### config.mk
export PLATFORM = sky130hd
export DESIGN_NAME = n_chan_shadow_reg_flat
export DESIGN_NICKNAME = d
export VERILOG_FILES = /design/src/rtl/n_chan_shadow_reg_if.sv /design/src/rtl/n_chan_shadow_reg.sv /design/src/flat_wrapper.sv
export SDC_FILE = /design/constraint.sdc
export NUM_CORES = 1
export LEC_CHECK = 0
export CORE_UTILIZATION = 45
export CTS_CLUSTER_DIAMETER = 80
export DETAILED_ROUTE_END_ITERATION = 10
export PLACE_DENSITY = 0.73
export SYNTH_ARGS = -nofsm -noshare
export SYNTH_HDL_FRONTEND = slang
export SYNTH_SLANG_ARGS = --single-unit
export TNS_END_PERCENT = 1
### constraint.sdc
create_clock -name clk -period 1.5 [get_ports clk]
set_input_delay 0.225 -clock clk [delete_from_list [all_inputs] [get_ports clk]]
set_output_delay 0.225 -clock clk [all_outputs]
set_load 0.01 [all_outputs]
### src/rtl/n_chan_shadow_reg_if.sv
// n_chan_shadow_reg_if: bus-side write/commit/readback bundle
// for the double-buffered control register bank
interface n_chan_shadow_reg_if #(
   parameter int N = 8,
   parameter int C = 4
);
   localparam int NB = (N + 7) / 8;
   localparam int CW = (C > 1) ? $clog2(C) : 1;

   logic          wr_en;
   logic [CW-1:0] wr_ch;
   logic [NB-1:0] wr_be;
   logic [N-1:0]  wr_data;
   logic          commit;
   logic [C-1:0]  commit_mask;
   logic          rd_req;
   logic [CW-1:0] rd_ch;
   logic          rd_shadow;
   logic [N-1:0]  rd_data;
   logic          rd_valid;
   logic [C-1:0]  pending;

   modport master (
      output wr_en, wr_ch, wr_be, wr_data,
      output commit, commit_mask,
      output rd_req, rd_ch, rd_shadow,
      input  rd_data, rd_valid, pending
   );

   modport slave (
      input  wr_en, wr_ch, wr_be, wr_data,
      input  commit, commit_mask,
      input  rd_req, rd_ch, rd_shadow,
      output rd_data, rd_valid, pending
   );
endinterface

### src/rtl/n_chan_shadow_reg.sv
// n_chan_shadow_reg: C double-buffered N-bit control registers with
// byte-writable shadows, atomic masked commit and registered readback
module n_chan_shadow_reg #(
   parameter int N = 8,
   parameter int C = 4,
   parameter logic [N-1:0] V = '0,
   parameter bit AUTO_COMMIT = 1'b0
) (
   input  logic clk,
   input  logic clr,
   n_chan_shadow_reg_if.slave bus,
   output logic [C*N-1:0] active_flat
);
   logic [N-1:0] shadow [C];
   logic [N-1:0] active [C];
   logic [C-1:0] pend_q;
   logic [N-1:0] rd_q;
   logic         rd_v_q;
   logic [N-1:0] lane_m;
   logic [N-1:0] rd_sel;
   logic         wr_hit;
   logic         rd_hit;

   always_comb begin
      lane_m = '0;
      for (int i = 0; i < N; i++) begin
         lane_m[i] = bus.wr_be[i>>3];
      end
   end

   // out-of-range channels only exist when C is not a power of two
   assign wr_hit = bus.wr_en && (32'(bus.wr_ch) < C)
                   && (|bus.wr_be);
   assign rd_hit = 32'(bus.rd_ch) < C;

   always_comb begin
      rd_sel = '0;
      if (rd_hit) begin
         rd_sel = bus.rd_shadow ? shadow[bus.rd_ch]
                                : active[bus.rd_ch];
      end
   end

   always_ff @(posedge clk) begin
      if (clr) begin
         for (int c = 0; c < C; c++) begin
            shadow[c] <= V;
            active[c] <= V;
         end
         pend_q <= '0;
         rd_q   <= '0;
         rd_v_q <= 1'b0;
      end else begin
         rd_v_q <= bus.rd_req;
         if (bus.rd_req) begin
            rd_q <= rd_sel;
         end
         for (int c = 0; c < C; c++) begin
            if (bus.commit && bus.commit_mask[c]) begin
               active[c] <= shadow[c];
               pend_q[c] <= 1'b0;
            end
            // later assignment: a same-cycle write beats the commit clear
            if (wr_hit && (32'(bus.wr_ch) == 32'(c))) begin
               shadow[c] <= (shadow[c] & ~lane_m)
                            | (bus.wr_data & lane_m);
               if (AUTO_COMMIT) begin
                  active[c] <= (active[c] & ~lane_m)
                               | (bus.wr_data & lane_m);
               end else begin
                  pend_q[c] <= 1'b1;
               end
            end
         end
      end
   end

   assign bus.rd_data  = rd_q;
   assign bus.rd_valid = rd_v_q;
   assign bus.pending  = pend_q;

   always_comb begin
      active_flat = '0;
      for (int c = 0; c < C; c++) begin
         active_flat[c*N +: N] = active[c];
      end
   end
endmodule

### src/flat_wrapper.sv
// flat-port wrapper written by rule: the top's interface ports become plain ports
module n_chan_shadow_reg_flat 
#(
   parameter int N = 8,
   parameter int C = 4,
   parameter logic [N-1:0] V = '0,
   parameter bit AUTO_COMMIT = 1'b0
)
  (clk, clr, active_flat, bus_wr_en, bus_wr_ch, bus_wr_be, bus_wr_data, bus_commit, bus_commit_mask, bus_rd_req, bus_rd_ch, bus_rd_shadow, bus_rd_data, bus_rd_valid, bus_pending);
  n_chan_shadow_reg_if #(.N(N), .C(C)) bus_i ();
  input  logic clk;
  input  logic clr;
  output logic [C*N-1:0] active_flat;
  input wire logic [$bits(bus_i.wr_en)-1:0] bus_wr_en;
  input wire logic [$bits(bus_i.wr_ch)-1:0] bus_wr_ch;
  input wire logic [$bits(bus_i.wr_be)-1:0] bus_wr_be;
  input wire logic [$bits(bus_i.wr_data)-1:0] bus_wr_data;
  input wire logic [$bits(bus_i.commit)-1:0] bus_commit;
  input wire logic [$bits(bus_i.commit_mask)-1:0] bus_commit_mask;
  input wire logic [$bits(bus_i.rd_req)-1:0] bus_rd_req;
  input wire logic [$bits(bus_i.rd_ch)-1:0] bus_rd_ch;
  input wire logic [$bits(bus_i.rd_shadow)-1:0] bus_rd_shadow;
  output wire logic [$bits(bus_i.rd_data)-1:0] bus_rd_data;
  output wire logic [$bits(bus_i.rd_valid)-1:0] bus_rd_valid;
  output wire logic [$bits(bus_i.pending)-1:0] bus_pending;
  assign bus_i.wr_en = bus_wr_en;
  assign bus_i.wr_ch = bus_wr_ch;
  assign bus_i.wr_be = bus_wr_be;
  assign bus_i.wr_data = bus_wr_data;
  assign bus_i.commit = bus_commit;
  assign bus_i.commit_mask = bus_commit_mask;
  assign bus_i.rd_req = bus_rd_req;
  assign bus_i.rd_ch = bus_rd_ch;
  assign bus_i.rd_shadow = bus_rd_shadow;
  assign bus_rd_data = bus_i.rd_data;
  assign bus_rd_valid = bus_i.rd_valid;
  assign bus_pending = bus_i.pending;
  n_chan_shadow_reg #(.N(N), .C(C), .V(V), .AUTO_COMMIT(AUTO_COMMIT)) u_core (.clk(clk), .clr(clr), .bus(bus_i), .active_flat(active_flat));
endmodule
* Yosys cells after proc, flatten, opt, wreduce, memory -nomap -nowiden
Memories as Yosys holds them, arrays and structs flattened.
Cells that the tools add are included.
** Storage, ports and cells
- Word-level logic and storage cells :: 86
- Register bits :: 13
- Memory bits (writable) :: 64
- Memories kept :: 2
- Output and inout bits :: 45
- Bits of input ports :: 23
** Operators by class
- Bitwise operators :: 18
- Muxes and demuxes :: 43
- Equal/unequal tests :: 3
- Reduce and logical (&&, ||, !) cells :: 14
** Memories
- u_core.active :: words 4, width 8, rd ports 5, clocked after memory_dff 0, wr ports 4, RTL line n_chan_shadow_reg.sv:15 : logic [N-1:0] active [C];
- u_core.shadow :: words 4, width 8, rd ports 5, clocked after memory_dff 0, wr ports 4, RTL line n_chan_shadow_reg.sv:14 : logic [N-1:0] shadow [C];
** Operators by type and width (number)
- $mux 8 :: 9
- $and 8x8->8 :: 5
- $mux 1 :: 34
- $or 8x8->8 :: 4
- $logic_and 1x1->1 :: 9
- $not 8->8 :: 1
- $or 1x1->1 :: 8
- $reduce_bool 2->1 :: 4
- $eq 2x2->1 const B :: 2
- $eq 2x1->1 const B :: 1
- $logic_not 2->1 :: 1

* Longest topological paths before layout
- Word-level depth :: 6
- Mapped depth :: 6

* Least setup slack after synthesis
Ideal clock, no wire load.
- Kind :: input -> register
- From :: input port clr
- To :: memory u_core.shadow[0][0], enable pin
- Data arrival time :: 1.139 ns
- Stages on the path :: 3
- Library setup time :: 0.326 ns
- Slack :: 0.035 ns
- Buffers on the path :: 2
- Cell sequence :: clkbuf_1 -> buf_1 -> a21o_1
** RTL lines
- start, declared :: RTL line flat_wrapper.sv:12 : input logic clr;
- end, declared :: RTL line n_chan_shadow_reg.sv:14

==> metrics.md <==
| Metric | Value |
|---|---|
| CP peak stage delay | 0.54 ns |
| Min Tclk post-route | 1.49 ns |
| Number of remaining DRC errors | 0 |
| Vias in the first global route | approximately 2800 |
| CP Data Arrival Time | about 1.3 ns |
| Final period utilization | 0.990 |
| First-pass GRT wire length | approximately 15 mm |
| Post-CTS Setup Inserts | 0 |
| Iter 0 DRT Violations | 229 |
| Worst Tran Pin Value | between 0.4 and 0.5 ns |
| Worst Path Buf+Inv | 1 |
| Num rows | 32 |
| Relative slew margins | 0.697 |
| Placed cell areas | 0.00482 mm² |
| Placed cells | 487 |
| HP Class | flop to flop |
| Die footprint | between 0.008 and 0.009 mm² |
| CP startpoint kind | flop |
| GP Congestion | 0.856 |
| Die Y-Extent | a little over 90 µm |
| Initial Util | 0.468 |
| Die Wd | about 92 µm |
| Mapped cell area | between 0.003 and 0.004 mm² |
| Post-Route WL | ~9.7 mm |
| Outcome | complete, no violations |
| Clock Tree Buf Depth | 2 |
| Main flop type after synthesis | edfxtp_1 |
| 1st-pass router iterations | 4 |
| M2 GR Usage | 0.364 |
| Final slew viol count | 0 |
| Core area | between 0.007 and 0.008 mm² |
| Synthesized net count | 317 |
| Reg2Reg Setup Slack | roughly 0.23 ns |
| Met3 Use GR | 0.0357 |
| CP cell instances | clkdlybuf4s50_1 |
| Critical Path RT | ~1.3 ns |
| GRT Total Usage | 0.236 |
| Post-layout util | 0.660 |
| Hold violation total from the final report | 0 |
| Cell count after synthesis | between 200 and 300 |
| Worst r2r src | u_core.shadow[3][6]$_SDFFCE_PN0P_ |
| CP max stage cell | clkdlybuf4s50_1 |
| Layout cells sized above 1 | 0.204 |
| Leakage power | between 2 and 2.5 nW |
| Max FO, Critical Path | 2 |
| Cell type group with the largest total delay on the critical path | buffers and inverters |
| Worst hold path startpoint | u_core.bus.pending[0]$_SDFFE_PP0P_ |
| Final Cell Area | 0.00515 mm² |
| Commonest non-fill, non-tap cell in the layout | edfxtp_1 |
| P per Cell Area | around 1000 mW/mm² |
| Ports | 68 |
| Endpoints failing setup | 0 |
| Total power | 5.15 mW |
| Post-CTS Hold Buffers | 0 |
| Detailed-route wire length per cell | 19.2 µm |
| Worst-Skew Late Latency | 0.36 ns |
| Setup_tns | 0 ns |
| Worst Skew | about 0.013 ns |
| Final-stage net count | 420 |
| Crit path from | u_core.active[0][4]$_SDFFCE_PN0P_ |
| Yosys warning total | 0 |
| Max Fclk | around 670 MHz |
| Routed Antenna Nets | 0 |
| Worst-path clk slew | approximately 0.080 ns |
| Post-synth EDFFs | 64 |
| Netlist cell types | 29 |
| Average cell area after synthesis | roughly 12 µm² |
| Register area share after synthesis | 0.597 |
| Maximum VDD drop | about 0.48 mV |
| Met1 GRT Util | 0.326 |
| Most frequent cells in the layout | edfxtp_1 (64), clkdlybuf4s50_1 (37), nand2b_1 (35), a21oi_1 (32), buf_4 (28) |
| Non-filler cells, final | approximately 500 |
| CP Capture Type | output port |
| Cts bufs inserted | 9 |
| Clock Sinks | 77 |
| Critical path type | flop to output port |
| Fillers | slightly below 600 |
| Antenna diode count | 0 |
| # H-tree levels | 3 |
| Gr ovfl total | 0 |
| Async set or reset register ratio after synthesis | 0 |
| Via/cell ratio | between 5 and 6 |
| GR peak layer | met2 |
| Clk root buf | clkbuf_8 |
| Register bit total from synthesis | 77 |
| Initial antenna violation count | 0 |
| CTS tree | yes |
| Layout area overhead | 40.8% |
| Max cap viols | 0 |
| Pin count of the biggest net entering global routing | 33 |
| DP HPWL | between 6 and 7 mm |
| Vias | ~2800 |
| Port bufs | 67 |
[routing by layer]
metal | wire length, µm | up-vias
met3 | 622 | 23
li1 | - | 1305
met2 | 4680 | 135
met5 | 0 | -
met4 | 251 | 0
met1 | 4120 | 1348
[cell usage after synthesis, types with 2 or more instances]
cell type	instances	area (µm²)
mux2i_1	16	160
inv_1	4	15.0
nand2_1	11	41.3
mux2_2	16	180
a22oi_1	2	15.0
a21oi_1	32	160
o22ai_1	6	37.5
a21o_1	4	30.0
clkbuf_1	10	37.5
a211oi_1	2	15.0
nor2b_1	6	37.5
and3_1	24	150
o21ai_0	4	20.0
nand2b_1	35	219
buf_12	2	40.0
dfxtp_1	13	260
edfxtp_1	64	1920
a31o_2	2	17.5
buf_1	3	11.3
o221ai_1	2	17.5
and2_1	9	56.3
nor2_1	10	37.5
a211oi_2	6	75.1
a221o_1	6	60.1
[registers in the layout (all words and copies together) (netlist names)]
signal and cells:
u_core.active 32, u_core.bus.pending 4, u_core.bus.rd_valid 1, u_core.shadow 32, u_core.bus.rd_data 8
[logic make-up after synthesis]
| group | synth area share |
|---|---|
| AOI/OAI and AO/OA | 0.125 |
| buffers and inverters | 0.0328 |
| DFF | 0.597 |
| muxes | 0.0931 |
| and+or+nand+nor | 0.152 |
[through the flow]
step / setup slack, ns / hold slack, ns
5_1_grt: -0.000914 / 0.522
3_5_place_dp: -0.338 / 0.466
3_3_place_gp: -0.316 / 0.456
2_1_floorplan: 0.0353 / 0.448
6_report: 0.0146 / 0.471
4_1_cts: 0.00113 / 0.482
[final timing paths]
| check | end | depth (start not counted) |
|---|---|---|
| worst max register to register | u_core.bus.rd_data[6]$_SDFFE_PP0P_ | 4 |
| worst min register to register | u_core.bus.pending[0]$_SDFFE_PP0P_ | 2 |
| worst min-delay path | u_core.bus.pending[0]$_SDFFE_PP0P_ | 2 |
| worst max-delay path | active_flat[4] | 1 |
[power by group]
part / switching, mW / total (mW) / internal (mW)
clock: 0.783 / 1.89 / 1.11
sequential: 0.0808 / 2.51 / 2.43
combinational: 0.340 / 0.745 / 0.405
total: 1.20 / 5.15 / 3.94
[layout make-up]
| class | count | area, µm² | share of cell area |
|---|---|---|---|
| Clock inverter | 6 | 111 | 0.0216 |
| Clock buffer | 10 | 128 | 0.0248 |
| Sequential cell | 77 | 2180 | 0.424 |
| Inverter | 4 | 15.0 | 0.00291 |
| Multi-Input combinational cell | 196 | 1360 | 0.264 |
| Tap cell | 102 | 128 | 0.0248 |
| Timing Repair Buffer | 109 | 1230 | 0.239 |
[timing repair]
item                                    in CTS  in global routing
cloned                                       0                  1
endpoints found under the setup margin       3                 31
pin swaps                                    0                  0
gates resized for setup                      3                 28
No activity file was read; power rests on OpenSTA's default activity.
